File: src/rtl/uart_pkg.sv
// Shared types and constants for the UART program loader.
// Holds the byte-receiver state encoding and the frame data width.
package uart_pkg;

  localparam int UART_DATA_BITS = 8;

  typedef enum logic [1:0] {
    IDLE  = 2'd0,
    START = 2'd1,
    DATA  = 2'd2,
    STOP  = 2'd3
  } rx_state_t;

endpackage

File: src/rtl/uart_loader_if.sv
// Serial line in, plus the memory-write and status bundle out of the loader.
// The master side is the loader itself; the slave side is whoever consumes it.
interface uart_loader_if #(
  parameter int ADDR_W = 8
);

  logic              rx;
  logic [7:0]        rx_data;
  logic              rx_valid;
  logic              frame_err;
  logic              we;
  logic [ADDR_W-1:0] addr;
  logic [31:0]       memdata;
  logic [31:0]       rx_check;
  logic [31:0]       rx_checkh;
  logic [31:0]       rx_checkl;

  modport master (
    input  rx,
    output rx_data, rx_valid, frame_err, we, addr,
    output memdata, rx_check, rx_checkh, rx_checkl
  );

  modport slave (
    output rx,
    input  rx_data, rx_valid, frame_err, we, addr,
    input  memdata, rx_check, rx_checkh, rx_checkl
  );

endinterface

File: src/rtl/uart_rx_byte.sv
// 8N1 byte receiver: synchronizer, baud/bit counters and the frame FSM.
// Emits one-cycle byte_valid / byte_err pulses on the stop-bit sample edge.
module uart_rx_byte
  import uart_pkg::*;
#(
  parameter int CLKS_PER_BIT = 868
) (
  input  logic       clk,
  input  logic       reset,
  input  logic       rx,
  output logic [7:0] byte_data,
  output logic       byte_valid,
  output logic       byte_err
);

  localparam int CW = (CLKS_PER_BIT > 1) ? $clog2(CLKS_PER_BIT) : 1;
  localparam logic [CW-1:0] FULL_CNT = CW'(CLKS_PER_BIT - 1);
  localparam logic [CW-1:0] HALF_CNT = CW'(CLKS_PER_BIT / 2 - 1);
  localparam logic [2:0]    LAST_BIT = 3'(UART_DATA_BITS - 1);

  logic                      sync1_q, sync1_d;
  logic                      sync2_q, sync2_d;
  logic                      prev_q, prev_d;
  rx_state_t                 state_q, state_d;
  logic [CW-1:0]             cnt_q, cnt_d;
  logic [2:0]                bit_q, bit_d;
  logic [UART_DATA_BITS-1:0] shift_q, shift_d;
  logic                      valid_q, valid_d;
  logic                      err_q, err_d;

  // A start is only taken on a high-to-low transition, so a line stuck low
  // after a bad stop bit cannot re-trigger frames until it goes high again.
  always_comb begin
    sync1_d = rx;
    sync2_d = sync1_q;
    prev_d  = sync2_q;
    state_d = state_q;
    cnt_d   = cnt_q;
    bit_d   = bit_q;
    shift_d = shift_q;
    valid_d = 1'b0;
    err_d   = 1'b0;
    case (state_q)
      IDLE: begin
        cnt_d = '0;
        bit_d = '0;
        if (!sync2_q && prev_q) state_d = START;
      end
      START: begin
        if (cnt_q == HALF_CNT) begin
          cnt_d   = '0;
          state_d = sync2_q ? IDLE : DATA;
        end else begin
          cnt_d = cnt_q + 1'b1;
        end
      end
      DATA: begin
        if (cnt_q == FULL_CNT) begin
          cnt_d   = '0;
          shift_d = {sync2_q, shift_q[UART_DATA_BITS-1:1]};
          bit_d   = bit_q + 1'b1;
          if (bit_q == LAST_BIT) state_d = STOP;
        end else begin
          cnt_d = cnt_q + 1'b1;
        end
      end
      STOP: begin
        if (cnt_q == FULL_CNT) begin
          cnt_d   = '0;
          valid_d = sync2_q;
          err_d   = !sync2_q;
          state_d = IDLE;
        end else begin
          cnt_d = cnt_q + 1'b1;
        end
      end
      default: state_d = IDLE;
    endcase
  end

  always_ff @(posedge clk or negedge reset) begin
    if (!reset) begin
      sync1_q <= 1'b1;
      sync2_q <= 1'b1;
      prev_q  <= 1'b1;
      state_q <= IDLE;
      cnt_q   <= '0;
      bit_q   <= '0;
      shift_q <= '0;
      valid_q <= 1'b0;
      err_q   <= 1'b0;
    end else begin
      sync1_q <= sync1_d;
      sync2_q <= sync2_d;
      prev_q  <= prev_d;
      state_q <= state_d;
      cnt_q   <= cnt_d;
      bit_q   <= bit_d;
      shift_q <= shift_d;
      valid_q <= valid_d;
      err_q   <= err_d;
    end
  end

  assign byte_data  = shift_q;
  assign byte_valid = valid_q;
  assign byte_err   = err_q;

endmodule

File: src/rtl/uart_loader.sv
// UART program loader: packs received bytes little-endian into 32-bit words,
// writes them to instruction memory at an auto-incrementing address, keeps a checksum.
module uart_loader
  import uart_pkg::*;
#(
  parameter int CLKS_PER_BIT = 868,
  parameter int ADDR_W       = 8
) (
  input  logic           clk,
  input  logic           reset,
  uart_loader_if.master  bus
);

  localparam logic [1:0] LAST_LANE = 2'(32 / UART_DATA_BITS - 1);

  logic [7:0] byte_data;
  logic       byte_valid;
  logic       byte_err;

  uart_rx_byte #(
    .CLKS_PER_BIT (CLKS_PER_BIT)
  ) u_rx (
    .clk        (clk),
    .reset      (reset),
    .rx         (bus.rx),
    .byte_data  (byte_data),
    .byte_valid (byte_valid),
    .byte_err   (byte_err)
  );

  logic [1:0]        idx_q, idx_d;
  logic [31:0]       word_q, word_d;
  logic [31:0]       memdata_q, memdata_d;
  logic [63:0]       csum_q, csum_d;
  logic [ADDR_W-1:0] addr_q, addr_d;
  logic              we_q, we_d;
  logic [7:0]        rx_data_q, rx_data_d;
  logic              rx_valid_q, rx_valid_d;
  logic              frame_err_q, frame_err_d;
  logic [31:0]       full_word;

  // Errored bytes never touch the lane index, so the next good byte lands
  // in the same lane; addr steps only once the write cycle has been seen.
  always_comb begin
    full_word = word_q;
    full_word[{idx_q, 3'b000} +: 8] = byte_data;
    idx_d       = idx_q;
    word_d      = word_q;
    memdata_d   = memdata_q;
    csum_d      = csum_q;
    we_d        = 1'b0;
    rx_data_d   = rx_data_q;
    rx_valid_d  = byte_valid;
    frame_err_d = byte_err;
    addr_d      = we_q ? addr_q + 1'b1 : addr_q;
    if (byte_valid) begin
      rx_data_d = byte_data;
      word_d    = full_word;
      idx_d     = idx_q + 1'b1;
      if (idx_q == LAST_LANE) begin
        memdata_d = full_word;
        we_d      = 1'b1;
        csum_d    = csum_q + {32'd0, full_word};
      end
    end
  end

  always_ff @(posedge clk or negedge reset) begin
    if (!reset) begin
      idx_q       <= '0;
      word_q      <= '0;
      memdata_q   <= '0;
      csum_q      <= '0;
      addr_q      <= '0;
      we_q        <= 1'b0;
      rx_data_q   <= '0;
      rx_valid_q  <= 1'b0;
      frame_err_q <= 1'b0;
    end else begin
      idx_q       <= idx_d;
      word_q      <= word_d;
      memdata_q   <= memdata_d;
      csum_q      <= csum_d;
      addr_q      <= addr_d;
      we_q        <= we_d;
      rx_data_q   <= rx_data_d;
      rx_valid_q  <= rx_valid_d;
      frame_err_q <= frame_err_d;
    end
  end

  assign bus.rx_data   = rx_data_q;
  assign bus.rx_valid  = rx_valid_q;
  assign bus.frame_err = frame_err_q;
  assign bus.we        = we_q;
  assign bus.addr      = addr_q;
  assign bus.memdata   = memdata_q;
  assign bus.rx_check  = memdata_q;
  assign bus.rx_checkh = csum_q[63:32];
  assign bus.rx_checkl = csum_q[31:0];

endmodule

File: src/flat_wrapper.sv
// flat-port wrapper written by rule: the top's interface ports become plain ports
module uart_loader_flat import uart_pkg::*;
#(
  parameter int CLKS_PER_BIT = 868,
  parameter int ADDR_W       = 8
)
  (clk, reset, bus_rx, bus_rx_data, bus_rx_valid, bus_frame_err, bus_we, bus_addr, bus_memdata, bus_rx_check, bus_rx_checkh, bus_rx_checkl);
  uart_loader_if #(.ADDR_W(ADDR_W)) bus_i ();
  input  logic clk;
  input  logic reset;
  input wire logic [$bits(bus_i.rx)-1:0] bus_rx;
  output wire logic [$bits(bus_i.rx_data)-1:0] bus_rx_data;
  output wire logic [$bits(bus_i.rx_valid)-1:0] bus_rx_valid;
  output wire logic [$bits(bus_i.frame_err)-1:0] bus_frame_err;
  output wire logic [$bits(bus_i.we)-1:0] bus_we;
  output wire logic [$bits(bus_i.addr)-1:0] bus_addr;
  output wire logic [$bits(bus_i.memdata)-1:0] bus_memdata;
  output wire logic [$bits(bus_i.rx_check)-1:0] bus_rx_check;
  output wire logic [$bits(bus_i.rx_checkh)-1:0] bus_rx_checkh;
  output wire logic [$bits(bus_i.rx_checkl)-1:0] bus_rx_checkl;
  assign bus_i.rx = bus_rx;
  assign bus_rx_data = bus_i.rx_data;
  assign bus_rx_valid = bus_i.rx_valid;
  assign bus_frame_err = bus_i.frame_err;
  assign bus_we = bus_i.we;
  assign bus_addr = bus_i.addr;
  assign bus_memdata = bus_i.memdata;
  assign bus_rx_check = bus_i.rx_check;
  assign bus_rx_checkh = bus_i.rx_checkh;
  assign bus_rx_checkl = bus_i.rx_checkl;
  uart_loader #(.CLKS_PER_BIT(CLKS_PER_BIT), .ADDR_W(ADDR_W)) u_core (.clk(clk), .reset(reset), .bus(bus_i));
endmodule
File: config.mk
export PLATFORM = sky130hd
export DESIGN_NAME = uart_loader_flat
export DESIGN_NICKNAME = d
export VERILOG_FILES = /design/src/rtl/uart_pkg.sv /design/src/rtl/uart_loader_if.sv /design/src/rtl/uart_rx_byte.sv /design/src/rtl/uart_loader.sv /design/src/flat_wrapper.sv
export SDC_FILE = /design/constraint.sdc
export NUM_CORES = 1
export LEC_CHECK = 0
export BUFFER_PORTS_ARGS = -buffer_cell sky130_fd_sc_hd__buf_2
export CAP_MARGIN = 15
export CORE_MARGIN = 5
export CORE_UTILIZATION = 59
export CTS_BUF_LIST = sky130_fd_sc_hd__clkbuf_8
export DETAILED_ROUTE_END_ITERATION = 10
export PLACE_DENSITY = 0.84
export SETUP_SLACK_MARGIN = 0.02
export SLEW_MARGIN = 20
export SYNTH_ARGS = -nofsm -noshare
export SYNTH_HDL_FRONTEND = slang
export SYNTH_HIERARCHICAL = 1
export SYNTH_SLANG_ARGS = --single-unit
File: constraint.sdc
create_clock -name clk -period 4.9 [get_ports clk]
set_input_delay 0.735 -clock clk [delete_from_list [all_inputs] [get_ports clk]]
set_output_delay 0.735 -clock clk [all_outputs]
set_load 0.005 [all_outputs]
=== Yosys cells after proc, flatten, opt, wreduce, memory -nomap -nowiden ===
Index checks and enable logic that the tools add are counted.

* Bits in registers: 177
* Input bits: 3
* Output and inout bits: 147
* Word-level logic and storage cells: 66

* Add/subtract/negate cells: 6
* Equality and inequality tests: 12
* Shifts and indexed selects: 2
* Mux-type cells: 19
* Reduce and logical (&&, ||, !) cells: 9

{| class="wikitable"
|+ Operators with widths
! cell !! number
|-
| $add 64x32->64 || 1
|-
| $bwmux 32 || 1
|-
| $shift 8x7->32 const A || 1
|-
| $shiftx 8x7->32 || 1
|-
| $pmux 10 s3 || 1
|-
| $mux 10 || 2
|-
| $mux 2 || 6
|-
| $add 10x1->10 const B || 1
|-
| $eq 10x10->1 const B || 1
|-
| $eq 10x9->1 const B || 1
|-
| $ne 2x2->1 const B || 5
|-
| $add 8x1->8 const B || 1
|-
| $pmux 2 s4 || 1
|-
| $neg 5->7 || 1
|-
| $eq 2x2->1 const B || 3
|-
| $mux 1 || 6
|-
| $pmux 3 s2 || 1
|-
| $reduce_and 2->1 || 3
|-
| $reduce_and 5->1 || 1
|-
| $add 3x1->3 const B || 1
|-
| $eq 3x3->1 const B || 1
|-
| $mux 3 || 1
|-
| $add 2x1->2 const B || 1
|-
| $eq 2x1->1 const B || 1
|-
| 5 further kinds || 5
|}

=== Longest topological paths before layout ===
* Depth in word-level cells: 4
* Mapped depth: 18
* Mapped depth without buffers: 16

=== By module ===
The synthesis kept the hierarchy.

{| class="wikitable"
|+ Modules (own cells, without submodules)
! module !! times used !! cells an instance !! area an instance (sq um) !! seq. area each (sq um)
|-
| uart_loader || 1 || 907 || 8338.0 || 3728.6
|-
| uart_rx_byte || 1 || 107 || 1255.0 || 704.4
|}

=== Least setup slack after synthesis ===
No wires, ideal clock.

* Path type: reg-to-reg
* Start point: reg u_core.idx_q[0]
* End point: reg u_core.csum_q[56]
* Setup time: 0.079 ns
* Arrival: 3.796 ns
* Required time: 4.821 ns
* Slack: 1.025 ns
* Cell stages (with the launch flop): 19
* Path buffers: 2
* Clock period less this slack: 3.875 ns
* Path through: dfrtp_1 inv_1 ha_1 clkbuf_1 nor2_1 a31oi_1 inv_1 ha_1 inv_1 fa_1 and2b_1 o2111ai_1 a311oi_2 nor2_1 o211ai_2 a31oi_4 buf_6 nor3b_2 xor2_1

* Longest elaborated chain between the ends: 4
* Elaborated cells between the ends (all ways): 7
* Those cells by class: 2 x add/sub; 1 x eq/ne; 2 x shift; 1 x mux; 1 x reduce/logical

{| class="wikitable"
|+ RTL lines
! what !! RTL line !! RTL
|-
| start: declaration || uart_loader.sv:31 || <nowiki>logic [1:0] idx_q, idx_d;</nowiki>
|-
| start signal: assignment || uart_loader.sv:80 || <nowiki>idx_q <= idx_d;</nowiki>
|-
| $neg 5->7 * || uart_loader.sv:46 || <nowiki>full_word[{idx_q, 3'b000} +: 8] = byte_data;</nowiki>
|-
| $shiftx 8x7->32 or $shift 8x7->32 (tied branches) || uart_loader.sv:46 ||
|-
| $bwmux 32 * || uart_loader.sv:46 ||
|-
| net u_core.full_word[0] || uart_loader.sv:40 || <nowiki>logic [31:0] full_word;</nowiki>
|-
| $add 64x32->64 * || uart_loader.sv:63 || <nowiki>csum_d = csum_q + {32'd0, full_word};</nowiki>
|-
| end signal: assignment || uart_loader.sv:83 || <nowiki>csum_q <= csum_d;</nowiki>
|-
| end: declaration || uart_loader.sv:34 || <nowiki>logic [63:0] csum_q, csum_d;</nowiki>
|}

The timed path passes the listed nets; every way through them passes the cells marked *.
A chain may end at the register's enable or synchronous reset.

=== Final worst setup path ===
* Start point: reg u_core.idx_q[0]
* End point: reg u_core.csum_q[46]

Same word-level chain as after synthesis.

==> metrics.md <==
| Metric | Value |
|---|---|
| Post-CTS Resized | 0 |
| Post-CTS Hold Buffers | 0 |
| # rows | 46 |
| Final hold viol count | 0 |
| Crit path capture type | register |
| Synth cell types | 74 |
| Total negative slack | 0 ns |
| H-tree depth | 4 |
| CP Launch Type | register |
| Cells after Synth | 1014 |
| First-pass GRT wire length | 36.65 mm |
| CTS clk-pin slew, worst paths | 0.10 ns |
| VDD IR max | 0.2372 mV |
| Total CTS buffers | 17 |
| Layout fillers | roughly 1200 |
| Vias in the first global route | 7272 |
| Syn-to-layout area delta | 11.47% |
| Total GRT Usage | 0.2465 |
| Post-synth EDFFs | 0 |
| Vias | just under 8000 |
| Post-Syn Nets | 1060 |
| Post-synth ARST share | 1.000 |
| Maximum clock insertion buffer count | 2 |
| Most common cell after layout, fill and taps aside | dfrtp_1 |
| Number of I/O pins | 150 |
| Placed instance count | between 1000 and 1500 |
| Status | finished clean |
| Final Power | roughly 2.7 mW |
| Syn Area/Cell | between 9 and 10 um2 |
| Later-pin clock latency in the skew report | 0.47 ns |
| Setup Skew | between 0.01 and 0.015 ns |
| Layout cells sized above 1 | 0.2118 |
| RSZ-0062 raised after global routing | false |
| Routed length per instance | 16.96 um |
| TritonCTS clock tree | yes |
| FF-to-FF path depth | 15 |
| Mapped Area | approximately 9600 um2 |
| Crit path DAT | about 5.0 ns |
| Leakage | ~5.7 nW |
| Largest net degree at the start of global routing | 120 |
| Final setup vio count | 0 |
| Max-slew violations | 0 |
| YS warnings | 6 |
| Tmin final | between 4 and 5 ns |
| CP max FO | 18 |
| Vias per inst | between 5 and 6 |
| Setup Crit Path Kind | reg2reg |
| Core area | ~16000 um2 |
| Fin nets | 1166 |
| # Post-CTS Setup Buffers | 0 |
| Post-synth top flop | dfrtp_1 |
| GR Overflow Total | 0 |
| Initial antenna violation count | 0 |
| Most frequent cells in the layout | dfrtp_1 (173), buf_2 (148), nand2_1 (139) |
| Fin util | 0.6707 |
| Sink Count | about 180 |
| Register area share after synthesis | 0.4621 |
| Antenna Nets Post-Route | 0 |
| Finished Layout Cells | between 1000 and 1500 |
| Initial DRC count | just over 700 |
| Actual transition at the worst max-transition pin | roughly 0.90 ns |
| Slew headroom | 0.3986 |
| Critical path required time | between 5 and 6 ns |
| Hold Crit Class | in2async |
| Total power divided by cell area | ~250 nW/um2 |
| Max Fclk | about 220 MHz |
| Final period utilization | 0.9306 |
| Detailed Routing Iterations Pass 1 | 5 |
| Die height | around 140 um |
| Port Buffers | about 150 |
| Die X | 137.5 um |
| Routed WL | around 23 mm |
| DRC viols | 0 |
| Die area | 18910 um2 |
| Root buf cell | clkbuf_8 |
| Final Wtd Congestion | 0.9452 |
| Effective utilization at floorplan | 0.6017 |
| DP Wirelength | 16.34 mm |
| Diodes inserted | 0 |
| Seq cells post-synth | about 180 |
| Max_cap viols | 0 |
## synthesized netlist by cell type, types with 6 or more instances
cell type	n	area, um2
nor2b_1	25	156.4
dfrtp_1	174	4354
clkbuf_1	23	86.33
mux2_2	16	180.2
nand3_1	21	105.1
o21ai_0	93	465.5
nand2_1	139	521.8
xor2_1	48	420.4
nand4_1	12	75.07
a21o_1	9	67.56
nor3_1	14	70.07
o211ai_1	6	45.04
a31oi_1	15	93.84
a21oi_1	73	365.4
xnor2_1	28	245.2
buf_4	34	255.2
nor2_1	74	277.8
ha_1	42	525.5
buf_2	8	40.04
inv_1	53	198.9
## registers in the layout (all words and copies together) (netlist names), named ones only
name	count
u_core/u_rx/cnt_q	10
u_core/u_rx/prev_d	1
u_core/csum_q	64
u_core/u_rx/state_q	1
u_core/bus.rx_data	8
u_core/u_rx/bit_q	3
u_core/word_q	32
u_core/u_rx/byte_valid	1
u_core/bus.addr	8
u_core/bus.rx_valid	1
u_core/bus.we	1
u_core/u_rx/byte_data	8
u_core/bus.memdata	32
u_core/bus.frame_err	1
u_core/u_rx/byte_err	1
u_core/idx_q	2
u_core/u_rx/prev_q	1
u_core/u_rx/sync1_q	1
## path summary, 6_finish.rpt
check | startpoint | endpoint | slack, ns
max in group asynchronous | reset | u_core/bus.memdata[6] | 3.45
min in group clk | bus_rx | u_core/u_rx/sync1_q | 0.36
setup / recovery | u_core/idx_q[0] | u_core/csum_q[46] | 0.34
hold reg to reg | u_core/u_rx/sync1_q | u_core/u_rx/prev_d | 0.36
hold / removal | reset | u_core/bus.memdata[16] | 0.36
setup reg to reg | u_core/idx_q[0] | u_core/csum_q[46] | 0.34
## where the power goes
part | internal, mW | switching (mW) | leakage (nW)
Combinational | 0.0328 | 0.0624 | 3.02
Clock | 0.513 | 0.557 | 0.215
Sequential | 1.48 | 0.0293 | 2.45
## stage by stage
stage	area [um2]	hold slack (ns)	worst slack, ns
final	10690	0.3554	0.3403
after global routing	10690	0.3424	0.1101
after CTS	10690	0.3287	0.4008
after detailed placement	10270	0.3371	0.4438
after global placement	10270	0.3438	0.4832
after floorplan	9593	0.3312	1.025
## kinds of logic (layout without fill, tap and decap cells)
group | after synthesis | in the layout | synth area share
AND/OR/NAND/NOR | 333 | 333 | 0.1715
AO/OA/AOI/OAI | 246 | 246 | 0.1581
flip-flops | 177 | 177 | 0.4621
buffers and inverters | 123 | 242 | 0.06326
XOR/XNOR | 76 | 76 | 0.06939
adder cells (fa/ha/maj) | 43 | 43 | 0.05687
multiplexers | 16 | 16 | 0.01878
## area by class of cell
cell class	instances	area, um2	area share
Sequential cell	177	4434	0.4147
Tap cell	216	270.3	0.02527
Multi-Input combinational cell	714	4553	0.4258
Clock buffer	17	234.0	0.02188
Clock inverter	15	186.4	0.01744
Timing Repair Buffer	157	815.8	0.07629
Inverter	53	198.9	0.01861
## layer usage
layer	global-route usage	wire [um]	vias to the layer above
li1	-	-	3669
met3	0.05405	1694	62
met4	0.09368	645	0
met5	0	0	-
met2	0.3894	10760	309
met1	0.3343	9787	3678
## critical path, stage by stage, from the launching register on
cell	delay [ns]
dfrtp_1	0.46
inv_1	0.22
ha_1	0.56
a31oi_1	0.21
inv_1	0.11
ha_1	0.20
inv_1	0.06
fa_1	0.41
and2b_1	0.24
o2111ai_1	0.19
a311oi_2	0.54
nor2_1	0.18
o211ai_2	0.26
a31oi_4	0.29
nor4_1	0.37
xor2_1	0.19
No activity file was read; power rests on OpenSTA's default activity.
